**src/rtl/reduction_op_sequencer_if.sv**
```systemverilog
// Board-side signal bundle for the reduction sequencer: switch/button inputs
// and the LED/status outputs.
interface reduction_op_sequencer_if;
  logic [3:0] switches;
  logic       start;
  logic [2:0] lights;
  logic [1:0] op_sel;
  logic       busy;
  logic       done;

  modport master (output switches, start, input lights, op_sel, busy, done);
  modport slave  (input switches, start, output lights, op_sel, busy, done);
endinterface

```
**src/rtl/reduction_op_sequencer.sv**
```systemverilog
// Debounced push-button sequencer that shows NAND, NOR and XNOR reductions of
// a captured 4-bit switch sample, one phase at a time.
module reduction_op_sequencer #(
  parameter int DEBOUNCE_CYCLES = 4,
  parameter int HOLD_CYCLES     = 8
) (
  input logic                     clk,
  input logic                     reset_n,
  reduction_op_sequencer_if.slave bus
);

  localparam int DW = $clog2(DEBOUNCE_CYCLES + 1);
  localparam int HW = $clog2(HOLD_CYCLES + 1);
  localparam logic [DW-1:0] DB_MAX    = DW'(DEBOUNCE_CYCLES);
  localparam logic [HW-1:0] HOLD_LAST = HW'(HOLD_CYCLES - 1);

  typedef enum logic [2:0] {
    S_IDLE, S_SAMPLE, S_NAND, S_NOR, S_XNOR, S_DONE
  } state_e;

  state_e        state_q, state_d;
  logic [HW-1:0] timer_q, timer_d;
  logic [DW-1:0] db_cnt_q, db_cnt_d;
  logic          lvl_q, lvl_d;
  logic          armed_q, armed_d;
  logic [3:0]    sample_q, sample_d;
  logic [2:0]    lights_q, lights_d;
  logic [1:0]    op_sel_q, op_sel_d;
  logic          busy_q, busy_d;
  logic          done_q, done_d;
  logic          stable, go, in_phase, phase_end;

  // Count saturates at DB_MAX; armed_q keeps a held level from re-firing.
  always_comb begin
    lvl_d = bus.start;
    if (db_cnt_q != '0 && bus.start == lvl_q)
      db_cnt_d = (db_cnt_q == DB_MAX) ? db_cnt_q : db_cnt_q + 1'b1;
    else
      db_cnt_d = DW'(1);
    stable  = (db_cnt_d == DB_MAX);
    go      = armed_q && stable && bus.start;
    armed_d = armed_q;
    if (!armed_q && stable && !bus.start) armed_d = 1'b1;
    else if (go)                          armed_d = 1'b0;
  end

  always_ff @(posedge clk) begin
    if (!reset_n) begin
      state_q  <= S_IDLE;
      timer_q  <= '0;
      db_cnt_q <= '0;
      lvl_q    <= 1'b0;
      armed_q  <= 1'b0;
      sample_q <= '0;
      lights_q <= '0;
      op_sel_q <= '0;
      busy_q   <= 1'b0;
      done_q   <= 1'b0;
    end else begin
      state_q  <= state_d;
      timer_q  <= timer_d;
      db_cnt_q <= db_cnt_d;
      lvl_q    <= lvl_d;
      armed_q  <= armed_d;
      sample_q <= sample_d;
      lights_q <= lights_d;
      op_sel_q <= op_sel_d;
      busy_q   <= busy_d;
      done_q   <= done_d;
    end
  end

  assign in_phase  = (state_q == S_NAND) || (state_q == S_NOR) || (state_q == S_XNOR);
  assign phase_end = (timer_q == HOLD_LAST);

  always_comb begin
    state_d = state_q;
    case (state_q)
      S_IDLE:   if (go) state_d = S_SAMPLE;
      S_SAMPLE: state_d = S_NAND;
      S_NAND:   if (phase_end) state_d = S_NOR;
      S_NOR:    if (phase_end) state_d = S_XNOR;
      S_XNOR:   if (phase_end) state_d = S_DONE;
      S_DONE:   if (go) state_d = S_SAMPLE;
      default:  state_d = S_IDLE;
    endcase
    if (state_d != state_q) timer_d = '0;
    else if (in_phase)      timer_d = timer_q + 1'b1;
    else                    timer_d = '0;
  end

  // Outputs are decoded from the next state so every port comes from a flop.
  always_comb begin
    sample_d = sample_q;
    lights_d = '0;
    op_sel_d = 2'b00;
    busy_d   = 1'b0;
    done_d   = 1'b0;
    case (state_d)
      S_SAMPLE: begin
        sample_d = bus.switches;
        busy_d   = 1'b1;
      end
      S_NAND: begin
        lights_d = {~&sample_q, 2'b00};
        op_sel_d = 2'b01;
        busy_d   = 1'b1;
      end
      S_NOR: begin
        lights_d = {~&sample_q, ~|sample_q, 1'b0};
        op_sel_d = 2'b10;
        busy_d   = 1'b1;
      end
      S_XNOR: begin
        lights_d = {~&sample_q, ~|sample_q, ~^sample_q};
        op_sel_d = 2'b11;
        busy_d   = 1'b1;
      end
      S_DONE: begin
        lights_d = lights_q;
        done_d   = 1'b1;
      end
      default: ;
    endcase
  end

  assign bus.lights = lights_q;
  assign bus.op_sel = op_sel_q;
  assign bus.busy   = busy_q;
  assign bus.done   = done_q;

endmodule

```
**src/flat_wrapper.sv**
```systemverilog
// flat-port wrapper written by rule: the top's interface ports become plain ports
module reduction_op_sequencer_flat 
#(
  parameter int DEBOUNCE_CYCLES = 4,
  parameter int HOLD_CYCLES     = 8
)
  (clk, reset_n, bus_switches, bus_start, bus_lights, bus_op_sel, bus_busy, bus_done);
  reduction_op_sequencer_if bus_i ();
  input logic clk;
  input logic reset_n;
  input wire logic [$bits(bus_i.switches)-1:0] bus_switches;
  input wire logic [$bits(bus_i.start)-1:0] bus_start;
  output wire logic [$bits(bus_i.lights)-1:0] bus_lights;
  output wire logic [$bits(bus_i.op_sel)-1:0] bus_op_sel;
  output wire logic [$bits(bus_i.busy)-1:0] bus_busy;
  output wire logic [$bits(bus_i.done)-1:0] bus_done;
  assign bus_i.switches = bus_switches;
  assign bus_i.start = bus_start;
  assign bus_lights = bus_i.lights;
  assign bus_op_sel = bus_i.op_sel;
  assign bus_busy = bus_i.busy;
  assign bus_done = bus_i.done;
  reduction_op_sequencer #(.DEBOUNCE_CYCLES(DEBOUNCE_CYCLES), .HOLD_CYCLES(HOLD_CYCLES)) u_core (.clk(clk), .reset_n(reset_n), .bus(bus_i));
endmodule
```
**config.mk**
```make
export PLATFORM = sky130hd
export DESIGN_NAME = reduction_op_sequencer_flat
export DESIGN_NICKNAME = d
export VERILOG_FILES = /design/src/rtl/reduction_op_sequencer_if.sv /design/src/rtl/reduction_op_sequencer.sv /design/src/flat_wrapper.sv
export SDC_FILE = /design/constraint.sdc
export NUM_CORES = 1
export LEC_CHECK = 0
export ABC_AREA = 1
export CAP_MARGIN = 0
export CORE_MARGIN = 10
export CORE_UTILIZATION = 40
export DETAILED_ROUTE_END_ITERATION = 12
export PLACE_DENSITY_LB_ADDON = 0.2
export SYNTH_ARGS = -nofsm -noshare
export SYNTH_HDL_FRONTEND = slang
export SYNTH_SLANG_ARGS = --single-unit
```
**constraint.sdc**
```tcl
create_clock -name clk -period 2.52 [get_ports clk]
set_input_delay 0.63 -clock clk [delete_from_list [all_inputs] [get_ports clk]]
set_output_delay 0.63 -clock clk [all_outputs]
set_load 0.02 [all_outputs]
```
# Word-level counts from Yosys, hierarchy flattened
# Cells that the tools add are included.
[op_classes]
reduce_logical = 20
add_sub_neg = 2
n_bitwise = 2
eq_ne = 15
n_mux = 13
[op_table]
columns = ["cell", "n"]
rows = [
  ["equality test 3 bit, second input constant", 6],
  ["two-way mux 3 bit", 6],
  ["one-hot mux 3 bit (5 select lines)", 1],
  ["equality test 3 x 2 -> 1 bit, second input constant", 4],
  ["one-hot mux 3 bit (4 select lines)", 1],
  ["OR reduction 4 bit", 2],
  ["equality test 3 x 1 -> 1 bit, second input constant", 2],
  ["one-hot mux 2 bit (3 select lines)", 1],
  ["logical AND 1 bit", 5],
  ["adder 4 x 1 -> 4 bit, second input constant", 1],
  ["equality test 4 x 3 -> 1 bit, second input constant", 1],
  ["zero test 1 bit", 4],
  ["two-way mux 1 bit", 4],
  ["AND reduction 4 bit", 1],
  ["XNOR reduction 4 bit", 1],
  ["adder 3 x 1 -> 3 bit, second input constant", 1],
  ["zero test 3 bit", 1],
  ["!= test 3 bit", 1],
  ["nonzero test 3 bit", 1],
  ["OR reduction 3 bit", 1],
  ["logical OR 1 bit", 2],
  ["NOT 1 bit", 2],
  ["nonzero test 2 bit", 1],
  ["OR reduction 2 bit", 1],
  ["equality test 1 bit", 1],
]
[totals]
output_inout_bits = 7
wordCells = 62
ff_bits = 23
in_bits = 7

# Longest topological paths before layout
[logic_depth]
word_depth = 11
depth_mapped = 14
ltp_nobuf = 14

# Worst setup path after synthesis
# Ideal clock, no wire load.
[synth_timing]
path_kind = "input port to flip-flop"
start = "in bus_start"
end = "reg u_core.busy_q (netlist: u_core.bus.busy)"
path_slack_ns = 0.905
arrival_ns = 1.506
required_time_ns = 2.411
setup_time_ns = 0.109
stages = 10
path_cell_list = "nand2_1 > nand4_2 > nor2_2 > nand3_2 > nand2_1 > nand2_4 > nand3_1 > nand3_1 > nand2_1 > inv_1"
[synth_via]
elab_chain_cells = 11
elab_cells_between_ends = 14
classes_between = "6 x eq/ne; 4 x mux; 4 x reduce/logical"
[synth_rtl]
columns = ["element", "line", "text"]
rows = [
  ["from (decl)", "flat_wrapper.sv:12", "input wire logic [$bits(bus_i.start)-1:0] bus_start;"],
  ["equality test 1 bit", "reduction_op_sequencer.sv:36", "if (db_cnt_q != '0 && bus.start == lvl_q)"],
  ["logical AND 1 bit", "reduction_op_sequencer.sv:36", ""],
  ["two-way mux 3 bit", "reduction_op_sequencer.sv:36", ""],
  ["equality test 3 bit", "reduction_op_sequencer.sv:40", "stable = (db_cnt_d == DB_MAX);"],
  ["logical AND 1 bit", "reduction_op_sequencer.sv:41", "go = armed_q && stable && bus.start;"],
  ["logical AND 1 bit (*)", "reduction_op_sequencer.sv:41", ""],
  ["two-way mux 3 bit (*)", "reduction_op_sequencer.sv:79, reduction_op_sequencer.sv:84", ""],
  ["one-hot mux 3 bit (5 select lines) (*)", "reduction_op_sequencer.sv:78", "case (state_q)"],
  ["equality test 3 x 1 -> 1 bit, or another cell as far along", "reduction_op_sequencer.sv:99", "case (state_d)"],
  ["OR reduction 4 bit (no line) (*)", "n/a", ""],
  ["two-way mux 1 bit (*)", "reduction_op_sequencer.sv:99", ""],
  ["to (signal assigned)", "reduction_op_sequencer.sv:68", "busy_q <= busy_d;"],
  ["to (decl)", "reduction_op_sequencer.sv:29", "logic busy_q, busy_d;"],
]
# Every way passes the cells marked *; elsewhere a longest branch is shown, timed or not.
# A chain may end at the register's enable or synchronous reset.

# Worst setup path after layout
[layout_timing]
start = "in bus_start"
end = "reg u_core.lights_q[1] (netlist: u_core.bus.lights[1])"
[layout_via]
elab_chain_cells = 10
elab_cells_between_ends = 13
classes_between = "6 x eq/ne; 4 x mux; 3 x reduce/logical"
[layout_rtl]
columns = ["element", "line", "text"]
rows = [
  ["equality test 1 bit", "reduction_op_sequencer.sv:36", ""],
  ["logical AND 1 bit", "reduction_op_sequencer.sv:36", ""],
  ["two-way mux 3 bit", "reduction_op_sequencer.sv:36", ""],
  ["equality test 3 bit", "reduction_op_sequencer.sv:40", ""],
  ["logical AND 1 bit", "reduction_op_sequencer.sv:41", ""],
  ["logical AND 1 bit (*)", "reduction_op_sequencer.sv:41", ""],
  ["two-way mux 3 bit (*)", "reduction_op_sequencer.sv:79, reduction_op_sequencer.sv:84", ""],
  ["one-hot mux 3 bit (5 select lines) (*)", "reduction_op_sequencer.sv:78", ""],
  ["equality test 3 bit or equality test 3 x 2 -> 1 bit (tied branches)", "reduction_op_sequencer.sv:99", ""],
  ["one-hot mux 3 bit (4 select lines)", "reduction_op_sequencer.sv:99", ""],
  ["to (signal assigned)", "reduction_op_sequencer.sv:66", "lights_q <= lights_d;"],
  ["to (decl)", "reduction_op_sequencer.sv:27", "logic [2:0] lights_q, lights_d;"],
]
# Marks and branches as above.

==> results.sh <==
export IMPL_status="completed"
export IMPL_cp_end_kind="flip-flop"
export IMPL_finalWorstPathRequiredPeriod_ps=2030
export IMPL_power_switching_uw=139
export IMPL_final_max_slew_viol_count=0
export IMPL_wl_met3_um=110
export IMPL_root_buffer="clkbuf_4"
export IMPL_power_leakage_nw=0.628
export IMPL_post_route_period_util_pct=80.6
export IMPL_synth_edff_count=0
export IMPL_synth_cell_area_um2=1160
export IMPL_fin_cells=199
export IMPL_syn2layout_area_growth_pct=17.2
export IMPL_antenna_found_initial=0
export IMPL_combPwrFrac_pct=6.4
export IMPL_die_h_um=74.0
export IMPL_clk_path_buf_depth=2
export IMPL_synth_top_cell_by_area="dfxtp_1"
export IMPL_synth_seq_cells=23
export IMPL_ys_types=25
export IMPL_dr_pass1_iters=4
export IMPL_via_count=971
export IMPL_grt_max_degree=14
export IMPL_multi_input_comb_area_um2=602
export IMPL_drive_gt1_share_pct=13.7
export IMPL_wl_met2_mm=1.04
export IMPL_gp_congestion=0.811
export IMPL_seq_area_um2=460
export IMPL_die_area_um2=5470
export IMPL_nNetsFinal=183
export IMPL_clk_latency_ps=320
export IMPL_relSlewSlack_pct=74.4
export IMPL_power_frac_clock_pct=30.2
export IMPL_synthAdderAreaFrac_pct=7.52
export IMPL_power_internal_uw=443
export IMPL_avgViaCountPerCell=4.88
export IMPL_synth_top_family_by_area="simple AND/OR/NAND/NOR gates"
export IMPL_die_w_um=74.0
export IMPL_synth_xor_area_share_pct=2.26
export IMPL_syn_inst=151
export IMPL_criticalPathCategory="input port to flip-flop"
export IMPL_worst_ep_arrival_time_ps=2270
export IMPL_synthFlopType="dfxtp_1"
export IMPL_core_um2=2780
export IMPL_ir_drop_uv=295
export IMPL_clk_pin_slew_ps=130
export IMPL_rows=19
export IMPL_wl_met1_um=983
export IMPL_avgSynthCellArea_um2=7.71
export IMPL_cts_num_sinks=23
export IMPL_drc=0
export IMPL_fmax_mhz=492
export IMPL_cts_htree_levels=1
export IMPL_gr_total_overflow=0
export IMPL_hold_violations=0
export IMPL_critPathMaxFanout=5
export IMPL_cp_required_ps=2750
export IMPL_drv_cap=0
export IMPL_start_util_pct=41.9
export IMPL_synth_area_mux_share_pct=0
export IMPL_fin_tns_setup_ps=0
export IMPL_post_synth_top_count_cell="nand2_1"
export IMPL_yosys_area_share_simple_pct=33.9
export IMPL_io_pins=14
export IMPL_final_setup_viol_count=0
export IMPL_numCtsBuffers=3
export IMPL_synth_seq_area_share_pct=39.5
export IMPL_grt_first_pass_wirelength_mm=3.97
export IMPL_io_buffers=13
export IMPL_track_usage_pct=9.00
export IMPL_routed_top_layer="met4"
export IMPL_yosysWarnings=0
export IMPL_final_antenna_net_count=0
export IMPL_power_density_nw_per_um2=426
export IMPL_hold_class="flip-flop to flip-flop"
export IMPL_power_share_sequential_pct=63.4
export IMPL_synth_area_leaders="dfxtp_1 40%, nand2_1 10%, ha_1 7.5%, inv_1 7.4%, nand3_1 5.6%"
export IMPL_async_flop_share_pct=0
export IMPL_wl_per_cell_um=10.9
export IMPL_dp_hpwl_mm=1.73
export IMPL_synth_compound_area_share_pct=7.95
export IMPL_hold_ws_ps=454
export IMPL_drt_iter0_drc=41
export IMPL_post_cts_buffers=0
export IMPL_rsz0062_at_grt="false"
export IMPL_final_util_pct=49.1
export IMPL_drt_wl_total_mm=2.18
export IMPL_switching_share_pct=23.9
export IMPL_critPathLaunchType="input port"
export IMPL_hold_buffers=0
export IMPL_n_fill_cell=274
export IMPL_ctsResizeCount=0
export IMPL_worstMarginPinSlew_ps=381
export IMPL_grt_pass1_vias=972
export IMPL_worst_clock_skew_ps=8.51
export IMPL_netlist_top_cells_count="31 x nand2_1, 23 x dfxtp_1, 23 x inv_1"
export IMPL_synth_top_cell_area_share_pct=39.5
export IMPL_dp_cells=195
export IMPL_tritoncts="built"
export IMPL_insertedDiodeCount=0
export IMPL_synth_nets=165
==> placed cells by master, fill, tap and decap left out, types with 2 or more instances in the layout <==
master,synthesis,final
nand4_1,2,2
xnor2_1,2,2
nand3_1,13,13
clkdlybuf4s50_1,0,13
nand2_2,5,5
nand2_4,4,4
inv_1,23,23
nand2_1,31,31
clkbuf_4,0,3
dfxtp_1,23,23
nor2_1,13,13
nand3_2,2,2
a21oi_1,10,10
o21ai_0,3,3
ha_1,7,7
nor3_1,2,2
==> layer usage <==
layer / vias up / global-route usage (%)
met2: 18 / 14.8
met4: 0 / 4.97
li1: 508 / -
met5: - / 0
met3: 5 / 2.53
met1: 440 / 10.3
==> power by group through the flow <==
stage | Combinational (mW) | Clock, mW | Sequential [mW]
after floorplan | 0.0200 | 0 | 0.376
after global placement | 0.0357 | 0 | 0.377
after detailed placement | 0.0378 | 0 | 0.377
after CTS | 0.0380 | 0.185 | 0.369
after global routing | 0.0425 | 0.197 | 0.369
final | 0.0373 | 0.176 | 0.369
==> area by class of cell <==
cell class	instances	area share [%]
Clock buffer	3	1.65
Inverter	25	7.24
Clock inverter	1	0.367
Timing Repair Buffer	14	10.1
Tap cell	31	2.84
Multi-Input combinational cell	102	44.1
Sequential cell	23	33.7
==> state kept, by name, summed over array words and instances (netlist names) <==
name,flops
u_core.state_q,3
u_core.lvl_q,1
u_core.sample_q,4
u_core.bus.op_sel,2
u_core.bus.done,1
u_core.timer_q,4
u_core.bus.busy,1
u_core.bus.lights,3
u_core.db_cnt_q,3
u_core.armed_q,1
==> critical path, cell delays in order <==
cell and delay [ps]:
clkdlybuf4s50_1 560, inv_1 70, nand2_2 70, nand4_2 120
nor2_2 160, nand3_2 100, nand2_1 110, nand2_4 80
nand3_1 160, nand2_1 80, nand3_1 70, nand2_1 50
==> cell families after synthesis <==
| family | Yosys count |
|---|---|
| and+or+nand+nor | 76 |
| DFF | 23 |
| buffers and inverters | 26 |
| AOI/OAI and AO/OA | 16 |
| xor gates and xnor gates | 3 |
| adders and majority gates | 7 |
==> worst paths after layout <==
check / startpoint / endpoint / slack [ps] / depth (start not counted)
max: bus_start / u_core.bus.lights[1] / 490 / 12
min: u_core.bus.lights[0] / u_core.bus.lights[0] / 450 / 2
max reg2reg: u_core.db_cnt_q[0] / u_core.bus.lights[1] / 730 / 13
min reg2reg: u_core.bus.lights[0] / u_core.bus.lights[0] / 450 / 2
==> metrics by stage <==
| step | worst slack (ps) | power [mW] | instance area, um^2 |
|---|---|---|---|
| after floorplan | 905 | 0.396 | 1160 |
| after global placement | 232 | 0.412 | 1340 |
| after detailed placement | 124 | 0.415 | 1340 |
| after CTS | 482 | 0.592 | 1370 |
| after global routing | 334 | 0.609 | 1370 |
| final | 489 | 0.582 | 1370 |
(Power assumes the default switching activity.)
